**src/rtl/alu_pkg.sv**
```systemverilog
// Shared types and the single-cycle evaluation helper for the multi-cycle ALU.
// alu_comb works on ALU_MAXW-bit containers; callers zero-extend operands and truncate the result.
package alu_pkg;

    localparam int unsigned ALU_MAXW  = 64;
    localparam int unsigned ALU_IDXW  = 6;
    localparam int unsigned ALU_IDXW1 = ALU_IDXW + 1;

    typedef enum logic [3:0] {
        OP_ADD  = 4'd0,
        OP_SUB  = 4'd1,
        OP_AND  = 4'd2,
        OP_OR   = 4'd3,
        OP_XOR  = 4'd4,
        OP_NOT  = 4'd5,
        OP_SHL  = 4'd6,
        OP_SLTU = 4'd7,
        OP_SHR  = 4'd8,
        OP_SRA  = 4'd9,
        OP_SLT  = 4'd10,
        OP_MUL  = 4'd11
    } alu_op_t;

    typedef struct packed {
        logic ovf;
        logic neg;
        logic carry;
        logic zero;
    } alu_flags_t;

    typedef enum logic [1:0] {
        S_IDLE   = 2'd0,
        S_MUL    = 2'd1,
        S_RESULT = 2'd2
    } alu_state_t;

    // Flags sit in the low bits so a caller can size-cast to {y[W-1:0], flags}.
    typedef struct packed {
        logic [ALU_MAXW-1:0] y;
        alu_flags_t          flags;
    } alu_res_t;

    function automatic alu_res_t alu_comb(
        input logic [ALU_MAXW-1:0] a,
        input logic [ALU_MAXW-1:0] b,
        input alu_op_t             op,
        input int unsigned         sh,
        input int unsigned         w
    );
        alu_res_t              r;
        logic [ALU_MAXW-1:0]   mask;
        logic [ALU_MAXW-1:0]   sext_a;
        logic [ALU_MAXW-1:0]   sext_b;
        logic [ALU_MAXW:0]     wide;
        logic [ALU_IDXW-1:0]   msb;
        logic                  sa;
        logic                  sb;

        r      = '0;
        wide   = '0;
        msb    = ALU_IDXW'(w - 1);
        mask   = (w >= ALU_MAXW) ? '1 : ((ALU_MAXW'(1) << w) - ALU_MAXW'(1));
        sa     = a[msb];
        sb     = b[msb];
        sext_a = sa ? (a | ~mask) : a;
        sext_b = sb ? (b | ~mask) : b;

        case (op)
            OP_ADD: begin
                wide          = {1'b0, a} + {1'b0, b};
                r.y           = wide[ALU_MAXW-1:0] & mask;
                r.flags.carry = wide[ALU_IDXW1'(w)];
                r.flags.ovf   = (sa == sb) && (r.y[msb] != sa);
            end
            OP_SUB: begin
                wide          = {1'b0, a} - {1'b0, b};
                r.y           = wide[ALU_MAXW-1:0] & mask;
                r.flags.carry = (a < b);
                r.flags.ovf   = (sa != sb) && (r.y[msb] != sa);
            end
            OP_AND:  r.y = a & b;
            OP_OR:   r.y = a | b;
            OP_XOR:  r.y = a ^ b;
            OP_NOT:  r.y = ~a & mask;
            OP_SHL: begin
                r.y = (a << sh) & mask;
                if (sh == 0)      r.flags.carry = 1'b0;
                else if (sh >= w) r.flags.carry = a[0];
                else              r.flags.carry = a[ALU_IDXW'(w - sh)];
            end
            OP_SLTU: r.y = ALU_MAXW'(a < b);
            OP_SHR, OP_SRA: begin
                if (op == OP_SRA) r.y = ($signed(sext_a) >>> sh) & mask;
                else              r.y = a >> sh;
                if (sh == 0)      r.flags.carry = 1'b0;
                else if (sh >= w) r.flags.carry = a[msb];
                else              r.flags.carry = a[ALU_IDXW'(sh - 1)];
            end
            OP_SLT:  r.y = ALU_MAXW'($signed(sext_a) < $signed(sext_b));
            default: r.y = '0;
        endcase

        r.flags.zero = (r.y == '0);
        if (op < OP_MUL) r.flags.neg = r.y[msb];
        return r;
    endfunction

endpackage

```
**src/rtl/alu_mul_iter.sv**
```systemverilog
// Iterative unsigned shift-add multiplier: one partial product per step, WIDTH steps.
// o_done_c/o_prod_c are valid in the cycle of the final step.
module alu_mul_iter
    import alu_pkg::*;
#(
    parameter int unsigned WIDTH = 8
)(
    input  logic               clk,
    input  logic               rst_n,
    input  logic               i_start,
    input  logic               i_step,
    input  logic [WIDTH-1:0]   i_a,
    input  logic [WIDTH-1:0]   i_b,
    output logic               o_done_c,
    output logic [2*WIDTH-1:0] o_prod_c
);

    localparam int unsigned PW = 2 * WIDTH;
    localparam int unsigned CW = $clog2(WIDTH);

    logic [PW-1:0]    r_acc;
    logic [PW-1:0]    r_mcand;
    logic [WIDTH-1:0] r_mplier;
    logic [CW-1:0]    r_cnt;
    logic [PW-1:0]    w_acc_nx;

    assign w_acc_nx = r_acc + (r_mplier[0] ? r_mcand : '0);
    assign o_prod_c = w_acc_nx;
    assign o_done_c = i_step && (r_cnt == CW'(WIDTH - 1));

    always_ff @(posedge clk or negedge rst_n) begin
        if (!rst_n) begin
            r_acc    <= '0;
            r_mcand  <= '0;
            r_mplier <= '0;
            r_cnt    <= '0;
        end else if (i_start) begin
            r_acc    <= '0;
            r_mcand  <= PW'(i_a);
            r_mplier <= i_b;
            r_cnt    <= '0;
        end else if (i_step) begin
            r_acc    <= w_acc_nx;
            r_mcand  <= r_mcand << 1;
            r_mplier <= r_mplier >> 1;
            r_cnt    <= r_cnt + CW'(1);
        end
    end

endmodule

```
**src/rtl/alu_mc.sv**
```systemverilog
// Multi-cycle ALU with valid/ready on both sides; single-cycle ops return in one
// cycle, MUL in WIDTH cycles. y/flags are registered and held under backpressure.
module alu_mc
    import alu_pkg::*;
#(
    parameter int unsigned WIDTH = 8
)(
    input  logic             clk,
    input  logic             rst_n,
    input  logic             in_valid,
    output logic             in_ready,
    input  logic [WIDTH-1:0] a,
    input  logic [WIDTH-1:0] b,
    input  logic [3:0]       op,
    output logic             out_valid,
    input  logic             out_ready,
    output logic [WIDTH-1:0] y,
    output logic [3:0]       flags,
    output logic             busy
);

    localparam int unsigned SHW  = $clog2(WIDTH);
    localparam int unsigned PW   = 2 * WIDTH;
    localparam int unsigned RESW = WIDTH + 4;

    alu_state_t       r_state;
    alu_state_t       w_state_nx;
    logic [WIDTH-1:0] r_y;
    alu_flags_t       r_flags;

    alu_op_t          w_op;
    logic             w_accept;
    logic             w_start;
    logic             w_step;
    logic             w_load_comb;
    logic             w_load_mul;
    logic [WIDTH-1:0] w_comb_y;
    alu_flags_t       w_comb_flags;
    logic             w_mul_done_c;
    logic [PW-1:0]    w_mul_prod;
    alu_flags_t       w_mul_flags;

    assign w_op      = alu_op_t'(op);
    assign in_ready  = (r_state == S_IDLE) || ((r_state == S_RESULT) && out_ready);
    assign w_accept  = in_valid && in_ready;
    assign out_valid = (r_state == S_RESULT);
    assign busy      = (r_state != S_IDLE);
    assign y         = r_y;
    assign flags     = r_flags;

    assign {w_comb_y, w_comb_flags} =
        RESW'(alu_comb(ALU_MAXW'(a), ALU_MAXW'(b), w_op, 32'(b[SHW-1:0]), WIDTH));

    assign w_mul_flags = '{ovf:   |w_mul_prod[PW-1:WIDTH],
                           neg:   w_mul_prod[WIDTH-1],
                           carry: 1'b0,
                           zero:  (w_mul_prod[WIDTH-1:0] == '0)};

    alu_mul_iter #(.WIDTH(WIDTH)) u_mul (
        .clk      (clk),
        .rst_n    (rst_n),
        .i_start  (w_start),
        .i_step   (w_step),
        .i_a      (a),
        .i_b      (b),
        .o_done_c (w_mul_done_c),
        .o_prod_c (w_mul_prod)
    );

    always_ff @(posedge clk or negedge rst_n) begin
        if (!rst_n) r_state <= S_IDLE;
        else        r_state <= w_state_nx;
    end

    // Next state plus load/start strobes; an accept in RESULT overlaps the drain.
    always_comb begin
        w_state_nx  = r_state;
        w_start     = 1'b0;
        w_step      = 1'b0;
        w_load_comb = 1'b0;
        w_load_mul  = 1'b0;
        case (r_state)
            S_IDLE: begin
                if (w_accept) begin
                    if (w_op == OP_MUL) begin
                        w_start    = 1'b1;
                        w_state_nx = S_MUL;
                    end else begin
                        w_load_comb = 1'b1;
                        w_state_nx  = S_RESULT;
                    end
                end
            end
            S_MUL: begin
                w_step = 1'b1;
                if (w_mul_done_c) begin
                    w_load_mul = 1'b1;
                    w_state_nx = S_RESULT;
                end
            end
            S_RESULT: begin
                if (w_accept) begin
                    if (w_op == OP_MUL) begin
                        w_start    = 1'b1;
                        w_state_nx = S_MUL;
                    end else begin
                        w_load_comb = 1'b1;
                        w_state_nx  = S_RESULT;
                    end
                end else if (out_ready) begin
                    w_state_nx = S_IDLE;
                end
            end
            default: w_state_nx = S_IDLE;
        endcase
    end

    always_ff @(posedge clk or negedge rst_n) begin
        if (!rst_n) begin
            r_y     <= '0;
            r_flags <= '0;
        end else if (w_load_mul) begin
            r_y     <= w_mul_prod[WIDTH-1:0];
            r_flags <= w_mul_flags;
        end else if (w_load_comb) begin
            r_y     <= w_comb_y;
            r_flags <= w_comb_flags;
        end
    end

endmodule

```
**config.mk**
```make
export PLATFORM = sky130hd
export DESIGN_NAME = alu_mc
export DESIGN_NICKNAME = d
export VERILOG_FILES = /design/src/rtl/alu_pkg.sv /design/src/rtl/alu_mul_iter.sv /design/src/rtl/alu_mc.sv
export SDC_FILE = /design/constraint.sdc
export NUM_CORES = 1
export LEC_CHECK = 0
export CAP_MARGIN = 20
export CORE_MARGIN = 5
export CORE_UTILIZATION = 55
export DETAILED_ROUTE_END_ITERATION = 16
export PLACE_DENSITY_LB_ADDON = 0.25
export REMOVE_ABC_BUFFERS = 1
export SYNTH_ARGS = -nofsm -noshare
export SYNTH_HDL_FRONTEND = slang
export SYNTH_HIERARCHICAL = 1
export SYNTH_SLANG_ARGS = --single-unit
```
**constraint.sdc**
```tcl
create_clock -name clk -period 2.8 [get_ports clk]
set_clock_uncertainty 0.05 [all_clocks]
set_input_delay 0.56 -clock clk [delete_from_list [all_inputs] [get_ports clk]]
set_output_delay 0.56 -clock clk [all_outputs]
set_load 0.02 [all_outputs]
```
==> results of run 1 <==
[timing repair]
item | in CTS | in global routing
setup endpoints to repair | 5 | 9
pin swaps | 6 | 18
endpoints found under the hold margin | 0 | 0
resized for setup | 15 | 38
buffers inserted | 1 | 4
[routing by layer]
metal / up-vias / wire [um] / share of wire [%]
met5: - / 17 / 0.095
met4: 2 / 800 / 4.5
met3: 64 / 1170 / 6.6
met2: 240 / 8350 / 47
met1: 2787 / 7550 / 42
li1: 2748 / - / -
[cell usage after synthesis (all sizes together) (3+ instances only)]
master / n / area, um^2
and3: 5 / 31.3
nand3: 15 / 80.1
mux2i: 43 / 430
nand3b: 7 / 52.6
a22oi: 8 / 60.1
xnor2: 11 / 96.3
a211oi: 8 / 72.6
nand4b: 3 / 26.3
fa: 3 / 60.1
o211ai: 11 / 92.6
or3: 5 / 31.3
o221ai: 7 / 61.3
o31a: 3 / 26.3
buf: 26 / 154
inv: 34 / 128
a221o: 4 / 40.0
nor3b: 3 / 22.5
o21bai: 7 / 52.6
nand2b: 7 / 43.8
o21ai: 44 / 220
mux4: 12 / 289
ha: 45 / 563
and3b: 3 / 27.5
dfrtp: 57 / 1430
nor2: 42 / 160
o2111ai: 8 / 70.1
nor2b: 6 / 37.5
o22ai: 6 / 37.5
xor2: 6 / 52.6
nand2: 75 / 284
clkbuf: 23 / 86.3
nor3: 18 / 90.1
and2: 20 / 125
nor4: 10 / 62.6
a21o: 5 / 38.8
a21oi: 36 / 188
a31oi: 8 / 50.1
[path summary, 6_finish.rpt]
check	from	to	slack, ps	cells past startpoint
max	b[2]	flags[2]	0.2	11
min	rst_n	u_mul/r_acc[1]	300	1
max reg2reg	u_mul/r_mplier[0]	flags[3]	20	11
min reg2reg	u_mul/r_acc[9]	u_mul/r_acc[9]	450	2
max in group asynchronous	rst_n	u_mul/r_mplier[1]	1690	2
min in group clk	u_mul/r_acc[9]	u_mul/r_acc[9]	450	2
[sequential cells by signal, summed over array words and instances, names as in the netlist]
name            count
u_mul/r_mcand      16
u_mul/r_cnt         3
y                   8
u_mul/r_mplier      8
r_state             2
u_mul/r_acc        16
flags               4
[critical path, stage by stage]
cell             delay [ps]
clkdlybuf4s50_1         510
inv_2                    60
buf_4                   180
ha_1                    240
nor2b_2                 200
o21bai_2                200
a31oi_2                 120
a221o_1                 320
a211oi_2                330
a2bb2oi_2               190
nand2_1                  70
[per-stage QoR]
step,utilization [%],hold WS [ps],instances
floorplan,-,214,624
global placement,68.6,432,925
detailed placement,68.6,430,925
CTS,71.1,314,942
global route,73.1,358,946
finish,73.1,300,946
[cell families after synthesis]
group / count (synthesis) / share of synthesized area (%)
multiplexers: 56 / 12.7
XOR/XNOR: 17 / 2.59
buffers and inverters: 84 / 6.46
AND/OR/NAND/NOR: 233 / 20.9
flip-flops: 57 / 24.8
adder cells (fa/ha/maj): 48 / 10.8
AO/OA/AOI/OAI: 178 / 21.7
[power breakdown]
| part | switching, uW | total, uW | leakage [uW] | internal [uW] |
|---|---|---|---|---|
| clock | 347 | 847 | 0.0000995 | 500 |
| sequential | 259 | 1410 | 0.000717 | 1150 |
| combinational | 1580 | 2950 | 0.00248 | 1370 |
| total | 2190 | 5210 | 0.00329 | 3020 |
[final cells by class]
class	instances	area, um^2	share of cell area (%)
multi-input combinational	532	4170	55.5
sequential	57	1430	19.0
timing repair buffer	170	1400	18.6
tap	136	170	2.27
clock buffer	11	131	1.75
inverter	35	131	1.75
clock inverter	5	80.1	1.07
==> results.toml, run 1 <==
[timing]
setup_violations = 0
setup_tns_ps = 0
slew_violations = 0
rsz0062_at_grt = "yes"
finalHoldViolCount = 0
tightestPinTransition_ps = 920
max_freq_mhz = 357
min_period_ps = 2800
fin_ws_ps = 0.155
fin_crit_sh_pct = 100
maxSlewHeadroom_pct = 38.6

[run]
maxCapViolCount = 0

[route]
drc = 0
firstDrtPassIters = 6
via_per_inst = 6.17
ant_nets = 0
wl_per_cell_um = 18.9
vias = 5841
first_iter_violations = 581
routed_wl_um = 17900

[final_layout]
antennaDiodeCount = 0
mostFrequentLayoutCells = "128 x buf_4, 73 x nand2_1, 56 x dfrtp_1"
drive_gt1_share_pct = 26.7
final.fill_count = 807
area_delta_synth_final_pct = 30.6
mostFrequentLayoutCell = "buf_4"
fin_nets = 877
fin_area_um2 = 7510

[die]
fp.coreArea_um2 = 10300
die_w_um = 112
io_pins = 39
start_util_pct = 55.9
die_y_um = 112
num_rows = 37
die_area_um2 = 12600

[synth]
syn_area_per_cell_um2 = 8.54
synth_edf_count = 0
synthArstFlopShare_pct = 100
ys_warn_count = 6
seq_area_frac_synth_pct = 24.8
synth_area_um2 = 5750
synth_seq_cells = 57
ys.flop_type = "dfrtp_1"
synth_cell_type_count = 82
syn_inst = 673

[global_route]
grt_max_degree = 42
busiest_layer = "met2"
grt.met2_usage_pct = 45.8
grt_pass1_wl_um = 28600
antenna_found_initial = 1
grt_pass1_vias = 5733
grt-ovfl-total = 0
grt_usage_pct = 27.9
grt_use_met1_pct = 36.1
use_met3_pct = 4.42

[placement]
io_buffer_count = 38
gp_congestion = 0.953
placed_cell_area_um2 = 7050
preCtsSetupSlack_ps = -424
dp_hpwl_um = 14000

[power_and_ir_drop]
power_leakage_uw = 0.00329
powerDensity_nw_per_um2 = 694
ir_worst_vdd_mv = 0.480
power_uw = 5210

[critical_path]
crit_required_ps = 2980
crit_path_end_kind = "flop"
criticalPathCategory = "input pin to flop"
arrival_ps = 2980
cp_max_fo = 8
start_kind = "input pin"

[clock_tree]
clk_latency_ps = 340
htree_num_levels = 3
cts_hold_buf = 0
cts_buffers = 9
clock_path_buffers = 2
cts_tree = "built"
clock-root-buffer = "clkbuf_8"
clock_sinks = 57
clkTransAtPathRegs_ps = 70

[min_path]
holdCritPathClass = "input pin to async pin"

[outcome]
outcome = "complete, no violations"
(Power assumes the default switching activity.)
==> run 2, diff against run 1 <==
- CTS_CLUSTER_DIAMETER: default -> 150
==> results of run 2 <==
No change in the layout: final DEF, timing and power equal those of run 1.
==> run 3, diff against run 2 <==
- SKIP_CTS_REPAIR_TIMING: default -> 1
==> results.toml, run 3 (synthesized netlist as in run 1, its figures left out) <==
[die]
die_area_um2 = 12600
io_pins = 39
fp.coreArea_um2 = 10300
die_w_um = 112
start_util_pct = 55.9
die_y_um = 112
num_rows = 37

[final_layout]
final_util_pct = 72.9
instances_no_fill = 945
mostFrequentLayoutCells = "127 x buf_4, 73 x nand2_1, 56 x dfrtp_1"
drive_gt1_share_pct = 26.0
mostFrequentLayoutCell = "buf_4"
antennaDiodeCount = 0
fin_nets = 876
area_delta_synth_final_pct = 30.3
reg_top3 = "u_mul/r_acc: 16 flops, u_mul/r_mcand: 16 flops"

[timing]
finalHoldViolCount = 0
rsz0062_at_grt = "yes"
setup_violations = 2
tightestPinTransition_ps = 911
max_freq_mhz = 351
slew_violations = 0
fin_crit_sh_pct = 102
maxSlewHeadroom_pct = 39.3
fin_ws_ps = -50.6
min_period_ps = 2850

[min_path]
holdCritPathClass = "input pin to async pin"

[critical_path]
reg2reg_to = "flags[3]"
crit_path_end_kind = "flop"
start_kind = "flop"
r2r_slack_ps = -50
criticalPathCategory = "flop to flop"
crit_required_ps = 2930
r2r-start = "u_mul/r_mplier[0]"
slowest_delay_ps = 480
arrival_ps = 2980
timing.critical_path.buf_inv = 1
r2r_cells = 11
worstPathCellList = "and2_4 > ha_4 > fa_2 > a21oi_4 > o211ai_2 > a41oi_2 > buf_4 > o21ai_2 > xor2_1 > nor4_2 > a31oi_1"
cp_top_family = "compound AO/OA/AOI/OAI gates"
cp_max_fo = 7
cpMaxStageDelayCell = "dfrtp_2"

[placement]
dp_hpwl_um = 14000
gp_congestion = 0.953
io_buffer_count = 38
place_inst = 925

[outcome]
failed_checks = "setup timing"
outcome = "complete, but fails checks"

[global_route]
grt_usage_pct = 28.0
grt-ovfl-total = 0
grt_pass1_wl_um = 28600
grt_max_degree = 42
antenna_found_initial = 1
grt_pass1_vias = 5733

[route]
via_per_inst = 6.15
routed_wl_um = 17800
ant_nets = 0
first_iter_violations = 648
vias = 5808
firstDrtPassIters = 5
drc = 0
wl_per_cell_um = 18.8

[power_and_ir_drop]
ir_worst_vdd_mv = 0.447
power_leakage_uw = 0.00331
powerDensity_nw_per_um2 = 690

[clock_tree]
clock_sinks = 57
clock_path_buffers = 2
clock-root-buffer = "clkbuf_8"
cts_tree = "built"
htree_num_levels = 3
clkTransAtPathRegs_ps = 70
clk_latency_ps = 340
cts_buffers = 9

[run]
maxCapViolCount = 0
==> run 3: final cells by class <==
| type | instances | area [um^2] |
|---|---|---|
| Sequential cell | 57 | 1430 |
| Timing Repair Buffer | 169 | 1400 |
| Fill cell | 815 | 2790 |
| Tap cell | 136 | 170 |
| Multi-Input combinational cell | 532 | 4160 |
| Clock inverter | 5 | 80.1 |
| Clock buffer | 11 | 131 |
| Inverter | 35 | 131 |
==> run 3: routing by layer <==
metal  vias to the layer above  routed length [um]  global-route usage, %
li1                       2743                   -                      -
met1                      2751                7590                   36.2
met2                       241                8280                   46.4
met3                        71                1060                   4.31
met4                         2                 854                   11.9
met5                         -                  20                      0
==> run 3: worst max-delay path by stage <==
stage | depth (start not counted) | end | slack [ps] | start
2_1_floorplan | 4 | u_mul/r_acc[10] | -1450 | r_state[1]
3_3_place_gp | 10 | y[7] | -380 | b[2]
3_5_place_dp | 11 | flags[1] | -420 | b[0]
4_1_cts | 10 | flags[3] | -200 | u_mul/r_mplier[0]
5_1_grt | 11 | flags[3] | -140 | u_mul/r_mplier[0]
6_report | 11 | flags[3] | -50 | u_mul/r_mplier[0]
==> run 3: through the flow <==
| step | setup TNS (ps) | total power (uW) | hold slack [ps] | setup WS (ps) | instance area [um^2] |
|---|---|---|---|---|---|
| floorplan | -48260 | 2990 | 214 | -1450 | 5510 |
| global placement | -2800 | 4010 | 432 | -380 | 7050 |
| detailed placement | -3310 | 4100 | 430 | -424 | 7050 |
| CTS | -391 | 4980 | 314 | -203 | 7260 |
| global route | -371 | 5530 | 358 | -139 | 7490 |
| finish | -52.3 | 5170 | 300 | -50.6 | 7490 |
==> run 3: power by group <==
part	switching, uW	internal [uW]	leakage, uW
Sequential	258	1150	0.000717
Combinational	1560	1360	0.00250
Clock	344	500	0.0000995
Total	2160	3010	0.00331
